<file path="src/rtl/viterbi_frame_ctrl.sv">
// Frame sequencer for the encoder / channel / Viterbi decoder chain: payload pull, tail insertion,
// decoder-latency tag tracking and bit-error counting. Optional macro: VITERBI_FRAME_CTRL_FIRST_ERR_EN.
module viterbi_frame_ctrl #(
   parameter int unsigned FRAME_LEN = 256,
   parameter int unsigned TAIL_LEN  = 2,
   parameter int unsigned DEC_LAT   = 16,
   parameter int unsigned CNT_W     = 16
) (
   input  logic             clk,
   input  logic             rst,
   input  logic             start_i,
   input  logic             abort_i,
   input  logic             src_valid_i,
   input  logic             src_data_i,
   output logic             src_ready_o,
   output logic             enc_enable_o,
   output logic             enc_d_o,
   input  logic             dec_d_i,
   output logic             busy_o,
   output logic             done_o,
   output logic [CNT_W-1:0] bit_err_ct_o,
   output logic [CNT_W-1:0] frame_ct_o
`ifdef VITERBI_FRAME_CTRL_FIRST_ERR_EN
   ,
   output logic                           first_err_vld_o,
   output logic [$clog2(FRAME_LEN)-1:0]   first_err_idx_o
`endif
);

   localparam int unsigned IDX_W     = (FRAME_LEN > 1) ? $clog2(FRAME_LEN) : 1;
   localparam int unsigned TW        = (TAIL_LEN > 0) ? $clog2(TAIL_LEN + 1) : 1;
   localparam int unsigned TAIL_LAST = (TAIL_LEN > 0) ? TAIL_LEN - 1 : 0;

   typedef enum logic [2:0] {S_IDLE, S_PAYLOAD, S_TAIL, S_DRAIN, S_DONE} state_t;

   state_t             state_q, state_d;
   logic [IDX_W-1:0]   pay_idx_q, pay_idx_d;
   logic [TW-1:0]      tail_cnt_q, tail_cnt_d;
   logic               enc_tag_q, enc_tag_d;
   logic               enc_enable_d, enc_d_d, done_d, busy_d, line_clr;
   logic [CNT_W-1:0]   err_ct_d, frame_ct_d;
   logic               accept, cmp_err, line_empty;

   // Delay line: valid marks any encoder bit, tag marks payload bits only
   logic [DEC_LAT-1:0] dl_vld_q, dl_tag_q, dl_bit_q;
   logic [DEC_LAT-1:0] dl_vld_n, dl_tag_n, dl_bit_n;

   assign accept     = src_valid_i & src_ready_o;
   assign cmp_err    = dl_tag_q[DEC_LAT-1] & (dec_d_i != dl_bit_q[DEC_LAT-1]);
   assign line_empty = ~(|dl_vld_q) & ~enc_enable_o;

`ifdef VITERBI_FRAME_CTRL_FIRST_ERR_EN
   logic [IDX_W-1:0]              enc_idx_q, enc_idx_d;
   logic [DEC_LAT-1:0][IDX_W-1:0] dl_idx_q, dl_idx_n;
   logic                          fe_vld_d;
   logic [IDX_W-1:0]              fe_idx_d;
`endif

   generate
      if (DEC_LAT == 1) begin : g_dl_one
         assign dl_vld_n = enc_enable_o;
         assign dl_tag_n = enc_tag_q;
         assign dl_bit_n = enc_d_o;
`ifdef VITERBI_FRAME_CTRL_FIRST_ERR_EN
         assign dl_idx_n = enc_idx_q;
`endif
      end else begin : g_dl_many
         assign dl_vld_n = {dl_vld_q[DEC_LAT-2:0], enc_enable_o};
         assign dl_tag_n = {dl_tag_q[DEC_LAT-2:0], enc_tag_q};
         assign dl_bit_n = {dl_bit_q[DEC_LAT-2:0], enc_d_o};
`ifdef VITERBI_FRAME_CTRL_FIRST_ERR_EN
         assign dl_idx_n = {dl_idx_q[DEC_LAT-2:0], enc_idx_q};
`endif
      end
   endgenerate

   // Next-state and next-output logic
   always_comb begin
      state_d      = state_q;
      pay_idx_d    = pay_idx_q;
      tail_cnt_d   = tail_cnt_q;
      enc_enable_d = 1'b0;
      enc_d_d      = enc_d_o;
      enc_tag_d    = 1'b0;
      done_d       = 1'b0;
      err_ct_d     = bit_err_ct_o;
      frame_ct_d   = frame_ct_o;
      src_ready_o  = 1'b0;
      line_clr     = 1'b0;
`ifdef VITERBI_FRAME_CTRL_FIRST_ERR_EN
      enc_idx_d    = enc_idx_q;
      fe_vld_d     = first_err_vld_o;
      fe_idx_d     = first_err_idx_o;
      if (cmp_err && !first_err_vld_o) begin
         fe_vld_d = 1'b1;
         fe_idx_d = dl_idx_q[DEC_LAT-1];
      end
`endif
      if (cmp_err && (bit_err_ct_o != '1)) err_ct_d = bit_err_ct_o + CNT_W'(1);

      case (state_q)
         S_IDLE: begin
            if (start_i) begin
               state_d   = S_PAYLOAD;
               pay_idx_d = '0;
               err_ct_d  = '0;
`ifdef VITERBI_FRAME_CTRL_FIRST_ERR_EN
               fe_vld_d  = 1'b0;
               fe_idx_d  = '0;
`endif
            end
         end
         S_PAYLOAD: begin
            src_ready_o = 1'b1;
            if (accept) begin
               enc_enable_d = 1'b1;
               enc_d_d      = src_data_i;
               enc_tag_d    = 1'b1;
               pay_idx_d    = pay_idx_q + IDX_W'(1);
`ifdef VITERBI_FRAME_CTRL_FIRST_ERR_EN
               enc_idx_d    = pay_idx_q;
`endif
               if (pay_idx_q == IDX_W'(FRAME_LEN - 1)) begin
                  state_d    = (TAIL_LEN > 0) ? S_TAIL : S_DRAIN;
                  tail_cnt_d = '0;
               end
            end
         end
         S_TAIL: begin
            enc_enable_d = 1'b1;
            enc_d_d      = 1'b0;
            tail_cnt_d   = tail_cnt_q + TW'(1);
            if (tail_cnt_q == TW'(TAIL_LAST)) state_d = S_DRAIN;
         end
         S_DRAIN: begin
            if (line_empty) begin
               state_d    = S_DONE;
               done_d     = 1'b1;
               frame_ct_d = frame_ct_o + CNT_W'(1);
            end
         end
         S_DONE:  state_d = S_IDLE;
         default: state_d = S_IDLE;
      endcase

      // Abort overrides everything; counters and first-error capture hold
      if (abort_i) begin
         state_d      = S_IDLE;
         enc_enable_d = 1'b0;
         enc_d_d      = enc_d_o;
         enc_tag_d    = 1'b0;
         done_d       = 1'b0;
         err_ct_d     = bit_err_ct_o;
         frame_ct_d   = frame_ct_o;
         line_clr     = 1'b1;
`ifdef VITERBI_FRAME_CTRL_FIRST_ERR_EN
         fe_vld_d     = first_err_vld_o;
         fe_idx_d     = first_err_idx_o;
`endif
      end
      busy_d = (state_d != S_IDLE);
   end

   always_ff @(posedge clk or negedge rst) begin
      if (!rst) begin
         state_q      <= S_IDLE;
         pay_idx_q    <= '0;
         tail_cnt_q   <= '0;
         enc_tag_q    <= 1'b0;
         enc_enable_o <= 1'b0;
         enc_d_o      <= 1'b0;
         busy_o       <= 1'b0;
         done_o       <= 1'b0;
         bit_err_ct_o <= '0;
         frame_ct_o   <= '0;
      end else begin
         state_q      <= state_d;
         pay_idx_q    <= pay_idx_d;
         tail_cnt_q   <= tail_cnt_d;
         enc_tag_q    <= enc_tag_d;
         enc_enable_o <= enc_enable_d;
         enc_d_o      <= enc_d_d;
         busy_o       <= busy_d;
         done_o       <= done_d;
         bit_err_ct_o <= err_ct_d;
         frame_ct_o   <= frame_ct_d;
      end
   end

   // Delay line shifts every cycle; abort flushes it
   always_ff @(posedge clk or negedge rst) begin
      if (!rst) begin
         dl_vld_q <= '0;
         dl_tag_q <= '0;
         dl_bit_q <= '0;
      end else if (line_clr) begin
         dl_vld_q <= '0;
         dl_tag_q <= '0;
         dl_bit_q <= '0;
      end else begin
         dl_vld_q <= dl_vld_n;
         dl_tag_q <= dl_tag_n;
         dl_bit_q <= dl_bit_n;
      end
   end

`ifdef VITERBI_FRAME_CTRL_FIRST_ERR_EN
   always_ff @(posedge clk or negedge rst) begin
      if (!rst) begin
         enc_idx_q       <= '0;
         dl_idx_q        <= '0;
         first_err_vld_o <= 1'b0;
         first_err_idx_o <= '0;
      end else begin
         enc_idx_q       <= enc_idx_d;
         dl_idx_q        <= line_clr ? '0 : dl_idx_n;
         first_err_vld_o <= fe_vld_d;
         first_err_idx_o <= fe_idx_d;
      end
   end
`endif

endmodule

</file>
<file path="config.mk">
export PLATFORM = sky130hd
export DESIGN_NAME = viterbi_frame_ctrl
export DESIGN_NICKNAME = d
export VERILOG_FILES = /design/src/rtl/viterbi_frame_ctrl.sv
export SDC_FILE = /design/constraint.sdc
export NUM_CORES = 1
export LEC_CHECK = 0
export BUFFER_PORTS_ARGS = -buffer_cell sky130_fd_sc_hd__buf_2
export CAP_MARGIN = 20
export CORE_ASPECT_RATIO = 0.8
export CORE_UTILIZATION = 55
export DETAILED_ROUTE_END_ITERATION = 6
export GPL_TIMING_DRIVEN = 0
export HOLD_SLACK_MARGIN = 0.06
export PLACE_DENSITY_LB_ADDON = 0.08
export SKIP_LAST_GASP = 1
export SLEW_MARGIN = 20
export SYNTH_ARGS = -nofsm -noshare
export SYNTH_HDL_FRONTEND = slang
export SYNTH_SLANG_ARGS = --single-unit
</file>
<file path="constraint.sdc">
create_clock -name clk -period 1.8 [get_ports clk]
set_input_delay 0.45 -clock clk [delete_from_list [all_inputs] [get_ports clk]]
set_output_delay 0.45 -clock clk [all_outputs]
set_load 0.02 [all_outputs]
</file>
### Word-level counts from Yosys, hierarchy flattened

Cells that the tools add are included.

| storage, ports and cells | value |
|---|---|
| register bits | 98 |
| bits in latches | 0 |
| bits in writable memories | 0 |
| memory bits (read-only) | 0 |
| output and inout port bits | 37 |
| word-level logic and storage cells | 74 |
| memories | 0 |

| cells by class | value |
|---|---|
| $add $sub $neg | 4 |
| $mul | 0 |
| div/mod/pow operators | 0 |
| magnitude comparators | 0 |
| eq/ne operators | 10 |
| shift operators | 0 |
| mux-type cells | 31 |
| bitwise gates (word level) | 6 |
| reductions and logical operators | 10 |

Operator list:

| kind | number |
|---|---|
| 16-bit two-way mux | 6 |
| 16-bit by 1-bit adder with 16-bit output (second input constant) | 2 |
| 3-bit two-way mux | 6 |
| 8-bit two-way mux | 2 |
| 16-bit != test (second input constant) | 1 |
| 8-bit case mux with 2 select lines | 1 |
| 16-bit OR reduction | 1 |
| 3-bit case mux with 4 select lines | 1 |
| 3-bit AND reduction | 4 |
| 1-bit two-way mux | 10 |
| 8-bit by 1-bit adder with 8-bit output (second input constant) | 1 |
| 8-bit equality test (second input constant) | 1 |
| 3-bit by 2-bit equality test with 1-bit output (second input constant) | 2 |
| 2-bit != test (second input constant) | 3 |
| 2-bit two-way mux | 2 |
| 1-bit case mux with 2 select lines | 2 |
| 2-bit case mux with 2 select lines | 1 |
| 2-bit nonzero test | 2 |
| 1-bit AND | 3 |
| 3-bit by 1-bit equality test with 1-bit output (second input constant) | 1 |
| 3-bit zero test | 1 |
| 1-bit NOT | 3 |
| 3-bit nonzero test | 1 |
| 2-bit by 1-bit adder with 2-bit output (second input constant) | 1 |
| other kinds (3) | 3 |

### Logic depth before layout (Yosys ltp)

Gate-level depths: netlist of the first run.

| depth | value |
|---|---|
| depth in word-level cells | 7 |
| depth in mapped cells | 6 |
| mapped depth without buffers | 5 |

### Worst setup path before layout of the first run

No wires, ideal clock.

| timing | value |
|---|---|
| path kind | reg2reg |
| from | register bit_err_ct_o[0] |
| to | register bit_err_ct_o[1] |
| arrival time | 1.659 ns |
| data required time | 1.681 ns |
| slack | 0.022 ns |
| cell stages (with the launch flop) | 7 |
| period minus slack after synthesis | 1.778 ns |
| path through | dfrtp_1 ha_1 nand4_1 nor4_4 buf_4 nor3b_1 o21a_1 |

| between the ends | value |
|---|---|
| cells in the longest elaborated chain, start to end | 5 |
| elaborated cells on any way between the ends | 6 |
| those cells by class | add/sub (1); eq/ne (1); mux (3); reduce/logical (1) |

Ends and longest elaborated chain:

| element | RTL line | source |
|---|---|---|
| start, declared | 21 | `output logic [CNT_W-1:0] bit_err_ct_o,` |
| start signal, assigned | 185 | `bit_err_ct_o <= err_ct_d;` |
| parallel branches: the longest is 2 deep, another holds 16-bit by 1-bit adder with 16-bit output | - |  |
| 16-bit two-way mux (*) | 99 | `if (cmp_err && (bit_err_ct_o != '1)) err_ct_d = bit_err_ct_o + CNT_W'(1);` |
| 16-bit two-way mux | 103 | `if (start_i) begin` |
| 16-bit two-way mux (*) | 101 | `case (state_q)` |

Every way passes the cells marked *.
A chain may end at the register's enable or synchronous reset.

### Final worst setup path of the first run

| timing | value |
|---|---|
| from | register state_q[1] |
| to | output port src_ready_o |

| between the ends | value |
|---|---|
| cells in the longest elaborated chain, start to end | 2 |

Ends and longest elaborated chain:

| element | RTL line | source |
|---|---|---|
| start, declared | 36 | `state_t state_q, state_d;` |
| start signal, assigned | 177 | `state_q <= state_d;` |
| 3-bit by 1-bit equality test with 1-bit output | 101 |  |
| 1-bit two-way mux | 101 |  |
| end, declared | 15 | `output logic src_ready_o,` |

No other way between the ends.

==> results.md, run 1 <==
* Status: finished, violations left
* Failing checks: setup timing
* Most frequent cells in the layout: dfrtp_1, nor2b_1, buf_2
* Initial antenna violation count at 0
* Pin count of the biggest net entering global routing at 56
* Top cell type by total area after synthesis: dfrtp_1
* Synthesized instance count at 364
* Routed Antenna Nets at 0
* Die X at between 100 and 150 um
* Post-synth EDFFs at 0
* Final Hold Vio Count at 0
* CP Data Required Time at around 1.4 ns
* Fmax at approximately 550 MHz
* Synth warn at 0
* Clock Pin Slew Worst Setup and Hold Paths at around 0.090 ns
* Tmin final at roughly 1.8 ns
* Net count after synthesis at between 300 and 400
* GRT Total Usage at 0.215
* Fin cells at 540
* DR vias at around 2.9k
* Total of max-cap violations at 0
* Nets at 441
* Die Area at 8210 um2
* Worst r2r path cells at 6
* CP top delay family: flip-flops
* VDD IR-drop max at around 0.54 mV
* Finished Cell Area at between 5000 and 6000 um2
* Vias in the first global route at about 2.8k
* Syn Area/Cell at between 10 and 15 um2
* Gr ovfl total at 0
* CP Depth at 3
* Unrepaired setup endpoints after global routing: yes
* Commonest non-fill, non-tap cell in the layout: dfrtp_1
* Largest stage delay, worst path at 0.42 ns
* Slowest CP cell: dfrtp_2
* Post-synth top area share at 0.568
* # rows at 28
* Pwr dens at slightly below 800 nW/um2
* Dpl hpwl at about 5500 um
* Worst setup path startpoint: state_q[1]
* First-pass GRT wire length at ~13000 um
* CTS buffer count at 9
* Worst R2R End: bit_err_ct_o[4]
* Root buffer cell: clkbuf_8
* Final TNS setup at -0.0428 ns
* Register-to-register setup slack at -0.02 ns
* Pwr Total at 3.99 mW
* Worst setup endpoint: src_ready_o
* Crit path buf inv count at 2
* Sequential area share after synthesis at 0.568
* Final period util at 1.01
* DP Area at 4690 um2
* Ant diodes at 0
* Rel. slew slack at 0.666
* Iter 0 DRT Violations at between 100 and 150
* Pre-CTS setup slack at -0.107 ns
* Synthesized cell area at 4320 um2
* CP Cell Sequence: or3b_4 -> inv_4 -> buf_6
* Vias/cell at approximately 5.4
* I/O pin count at 44
* Ranking of synthesized cells by area: dfrtp_1, nor2b_1, xor2_1, nand2_1, nor4_4
* Area grow syn2layout at 16.8%
* Critical Path Sink Type: output pin
* GP Congestion at 0.788
* Dpl cells at 512
* Core Footprint at ~7500 um2
* Fill cells at a little over 600
* Reg2reg start: bit_err_ct_o[1]
* Initial Util at 0.576
* Yosys cell types at between 50 and 60
* Share of layout cells above drive strength 1 at 0.271
* Crit Path Max Fanout at 2
* Final worst slack at -0.0252 ns
* Cell leakage power at between 2 and 2.5 nW
* Number of setup violations in the final report at 2
* Post-synthesis register bit count at between 90 and 100
* DIE HEIGHT at about 81 um
* Crit Path Class: reg -> out
* Worst-margin pin slew at between 0.5 and 0.6 ns
* WL final at ~8000 um
* Worst-Skew Late Latency at between 0.3 and 0.4 ns
* Critical Path AT at about 1.4 ns
* Port Buf Inserts at 42
* DR pass1 iterations at 4
* Commonest register cell after synthesis: dfrtp_1
* Worst Skew at just under 0.01 ns
* Hold Path Class: in -> reg
* Final Util at 0.673
* Max clock buf depth at 2
* Clock sinks at just under 100
* # H-tree levels at 3
* CTS tree: done
* Slew Viols, Final at 0
* Worst hold slack at approximately 0.32 ns
* DRC violations left at 0
* Worst Setup Start Kind: register
* Async set or reset register ratio after synthesis at 1.00
* Avg WL per Cell at 14.9 um
power breakdown:
part	internal (mW)	total, mW	leakage (nW)	switching (mW)
combinational	0.0863	0.245	0.984	0.158
sequential	2.24	2.25	1.35	0.0187
clock	0.698	1.49	0.105	0.791
per-layer routing:
metal | part of all wire | GRT usage
met1 | 0.51 | 0.318
met2 | 0.43 | 0.310
met3 | 0.038 | 0.0456
met4 | 0.016 | 0.0841
met5 | 0 | 0
timing repair:
item	CTS	global route
hold buffers	1	0
pin swaps	3	7
buffers inserted	5	6
gates resized for setup	5	12
gates cloned	0	0
hold endpoints to repair	43	0
endpoints found under the setup margin	11	18
tightest hold or removal path: cells and delay by family:
family | cells | cell delay (ns)
multiplexers | 1 | 0.06
buffers and inverters | 1 | 0.10
AND/OR/NAND/NOR | 1 | 0.04
cell families (layout without fill, tap and decap cells):
kind of cell               after synthesis  in the layout  share of synthesized area
xor gates and xnor gates                21             21                     0.0426
muxes                                    6              6                     0.0154
adders and majority gates                4              4                     0.0116
buffers and inverters                   19             90                     0.0188
AOI/OAI and AO/OA                       37             37                     0.0586
and+or+nand+nor                        179            179                      0.285
DFF                                     98             98                      0.568
state kept, by name, indices dropped and copies added (netlist names), 2 cells and up:
signal        flops
tail_cnt_q        2
dl_tag_q         16
state_q           3
dl_vld_q         16
pay_idx_q         8
frame_ct_o       16
bit_err_ct_o     16
dl_bit_q         16
cells in the mapped netlist, types with 2 or more instances:
| cell type | n |
|---|---|
| a41oi_1 | 2 |
| o21ai_1 | 2 |
| xnor2_1 | 4 |
| nor3b_2 | 2 |
| nand3_1 | 13 |
| nand2_1 | 23 |
| dfrtp_1 | 98 |
| o21ai_0 | 4 |
| nor3_1 | 7 |
| clkbuf_1 | 9 |
| buf_4 | 2 |
| buf_2 | 2 |
| and2_1 | 5 |
| ha_1 | 4 |
| nand4_4 | 2 |
| inv_1 | 5 |
| a21oi_1 | 11 |
| nor4_4 | 4 |
| nor2b_1 | 48 |
| and4_1 | 6 |
| o31ai_1 | 7 |
| nor4_2 | 5 |
| mux2i_1 | 4 |
| xor2_1 | 17 |
| nor2_1 | 18 |
| and3_1 | 6 |
| a211oi_1 | 2 |
| nor3_2 | 7 |
| or3_1 | 2 |
| or4_1 | 6 |
| nand2b_1 | 4 |
| o21a_1 | 2 |
| nand4_1 | 11 |
area by class of cell:
| cell class | count | area [um2] | area share |
|---|---|---|---|
| repair buffers | 55 | 343 | 0.0680 |
| plain buffers | 13 | 60.1 | 0.0119 |
| inverters | 6 | 25.0 | 0.00496 |
| flip-flops and latches | 98 | 2460 | 0.487 |
| clock buffers | 10 | 138 | 0.0273 |
| well taps | 105 | 131 | 0.0261 |
| clock inverters | 6 | 71.3 | 0.0141 |
| multi-input cells | 247 | 1820 | 0.361 |
worst min path at each step:
stage / cells after the start / startpoint / to / slack (ns)
after global routing: 3 / src_data_i / enc_d_o / 0.32
after CTS: 3 / src_data_i / enc_d_o / 0.30
after global placement: 1 / dl_tag_q[12] / dl_tag_q[13] / 0.44
after detailed placement: 1 / rst / bit_err_ct_o[7] / 0.39
after floorplan: 0 / rst / bit_err_ct_o[0] / 0.15
final: 3 / src_data_i / enc_d_o / 0.32
No activity file was read; power rests on OpenSTA's default activity.
==> inputs of run 2 (changes only) <==
Settings changed: PLACE_DENSITY set to 0.75, PLACE_DENSITY_LB_ADDON 0.08 to not set.
Clock period 1.8 ns to 1.7 ns, I/O delays scaled along.
==> results.md, run 2 (synthesized netlist as in run 1, its figures left out) <==
* Number of setup violations in the final report at 7
* Crit Path Max Fanout at 2
* WL final at 8150 um
* # rows at 28
* Die Area at about 8200 um2
* Critical Path Sink Type: output pin
* Pwr dens at between 700 and 800 nW/um2
* Ant diodes at 0
* VDD IR-drop max at ~0.62 mV
* Share of layout cells above drive strength 1 at 0.310
* Slowest CP cell: dfrtp_2
* Pre-CTS setup slack at -0.182 ns
* Max clock buf depth at 2
* CTS buffer count at 9
* Vias/cell at 5.43
* Hold Crit Depth at 3
* Clock sinks at 98
* Iter 0 DRT Violations at 152
* DP Area at 4690 um2
* Rel. slew slack at 0.678
* Avg WL per Cell at 14.9 um
* Finished Cell Area at ~5200 um2
* GR Layer Usage met1 at 0.331
* Final TNS setup at -0.214 ns
* Critical Path AT at around 1.4 ns
* Tmin final at roughly 1.8 ns
* Fill cells at 571
* Fin cells at ~550
* Fmax at around 560 MHz
* CP Data Required Time at 1.27 ns
* Initial antenna violation count at 0
* Dpl cells at 512
* Met3 GRT Util at 0.0534
* Gr busiest metal: met1
* DR vias at 2971
* CP Cell Sequence: or3b_4 -> inv_4 -> buf_6
* Port Buf Inserts at 42
* Failing checks: setup timing
* DRC violations left at 0
* Worst Setup Start Kind: register
* Status: finished, violations left
* Root buffer cell: clkbuf_8
* CP top delay family: flip-flops
* Final period util at 1.06
* Commonest non-fill, non-tap cell in the layout: dfrtp_1
* Final Hold Vio Count at 0
* Core Footprint at about 7500 um2
* GP Congestion at ~0.8
* Area grow syn2layout at 21.1%
* Worst-margin pin slew at between 0.4 and 0.5 ns
* Total of max-cap violations at 0
* Final worst slack at -0.0953 ns
* DR pass1 iterations at 5
* GRT Total Usage at 0.217
* Unrepaired setup endpoints after global routing: yes
* Worst r2r path cells at 5
* GRT met2 Usage at 0.308
* Final Util at 0.697
* Slew Viols, Final at 0
* Gr ovfl total at 0
* Worst-Skew Late Latency at ~0.36 ns
* CTS tree: done
* Vias in the first global route at around 2.8k
* Hold Path Class: in -> reg
* Initial Util at 0.576
* Nets at approximately 450
* Crit path buf inv count at 2
* # H-tree levels at 3
* CP Depth at 3
* Most frequent cells in the layout: dfrtp_1, nor2b_1, buf_2
* Clock Pin Slew Worst Setup and Hold Paths at ~0.1 ns
* Die X at 101 um
* Crit Path Class: reg -> out
* Routed Antenna Nets at 0
* DIE HEIGHT at 81.2 um
* First-pass GRT wire length at about 14000 um
* I/O pin count at between 40 and 50
* Pin count of the biggest net entering global routing at 54
* Cell leakage power at roughly 2.5 nW
* Dpl hpwl at 5420 um
* Worst Skew at 0.00871 ns
* Largest stage delay, worst path at about 0.43 ns
run 2: layout make-up:
class	instances	area, um2	area share
Multi-Input combinational cell	247	1940	0.371
Clock inverter	7	62.6	0.0120
Tap cell	105	131	0.0251
Inverter	6	25.0	0.00479
Sequential cell	98	2460	0.471
Timing Repair Buffer	63	422	0.0807
Buffer	12	63.8	0.0122
Clock buffer	9	124	0.0237
run 2: worst min-delay path, delay by kind of cell:
kind                   cells  cell delay, ns
multiplexers               1            0.06
buffers and inverters      1            0.09
AND/OR/NAND/NOR            1            0.04
run 2: final timing paths:
kind	from	end	slack [ns]
setup / recovery	state_q[2]	src_ready_o	-0.1
hold / removal	src_data_i	enc_d_o	0.29
setup reg to reg	dl_bit_q[15]	bit_err_ct_o[0]	-0.04
hold reg to reg	frame_ct_o[15]	frame_ct_o[15]	0.47
max in group asynchronous	rst	state_q[2]	0.55
min in group asynchronous	rst	bit_err_ct_o[6]	0.55
run 2: stage by stage:
step,power (mW),hold slack [ns]
6_report,4.08,0.293
2_1_floorplan,2.56,0.129
4_1_cts,4.12,0.278
3_3_place_gp,2.66,0.446
5_1_grt,4.25,0.295
3_5_place_dp,2.67,0.378
run 2: timing repair:
item	in CTS	in global routing
buffers inserted	15	3
gates cloned	0	1
endpoints found under the hold margin	45	0
gates resized for setup	21	23
pin swaps	12	26
hold buffers	1	0
setup endpoints to repair	31	30
run 2: power breakdown:
part / total [mW] / switching, mW / internal, mW
combinational: 0.273 / 0.176 / 0.0972
sequential: 2.39 / 0.0214 / 2.37
clock: 1.42 / 0.856 / 0.563
total: 4.08 / 1.05 / 3.03
run 2: per-layer routing:
metal  vias to the layer above  routed length, um
met2                        64               3620
met4                         0                104
met1                      1471               4080
li1                       1423                  -
met5                         -                  0
met3                        13                348
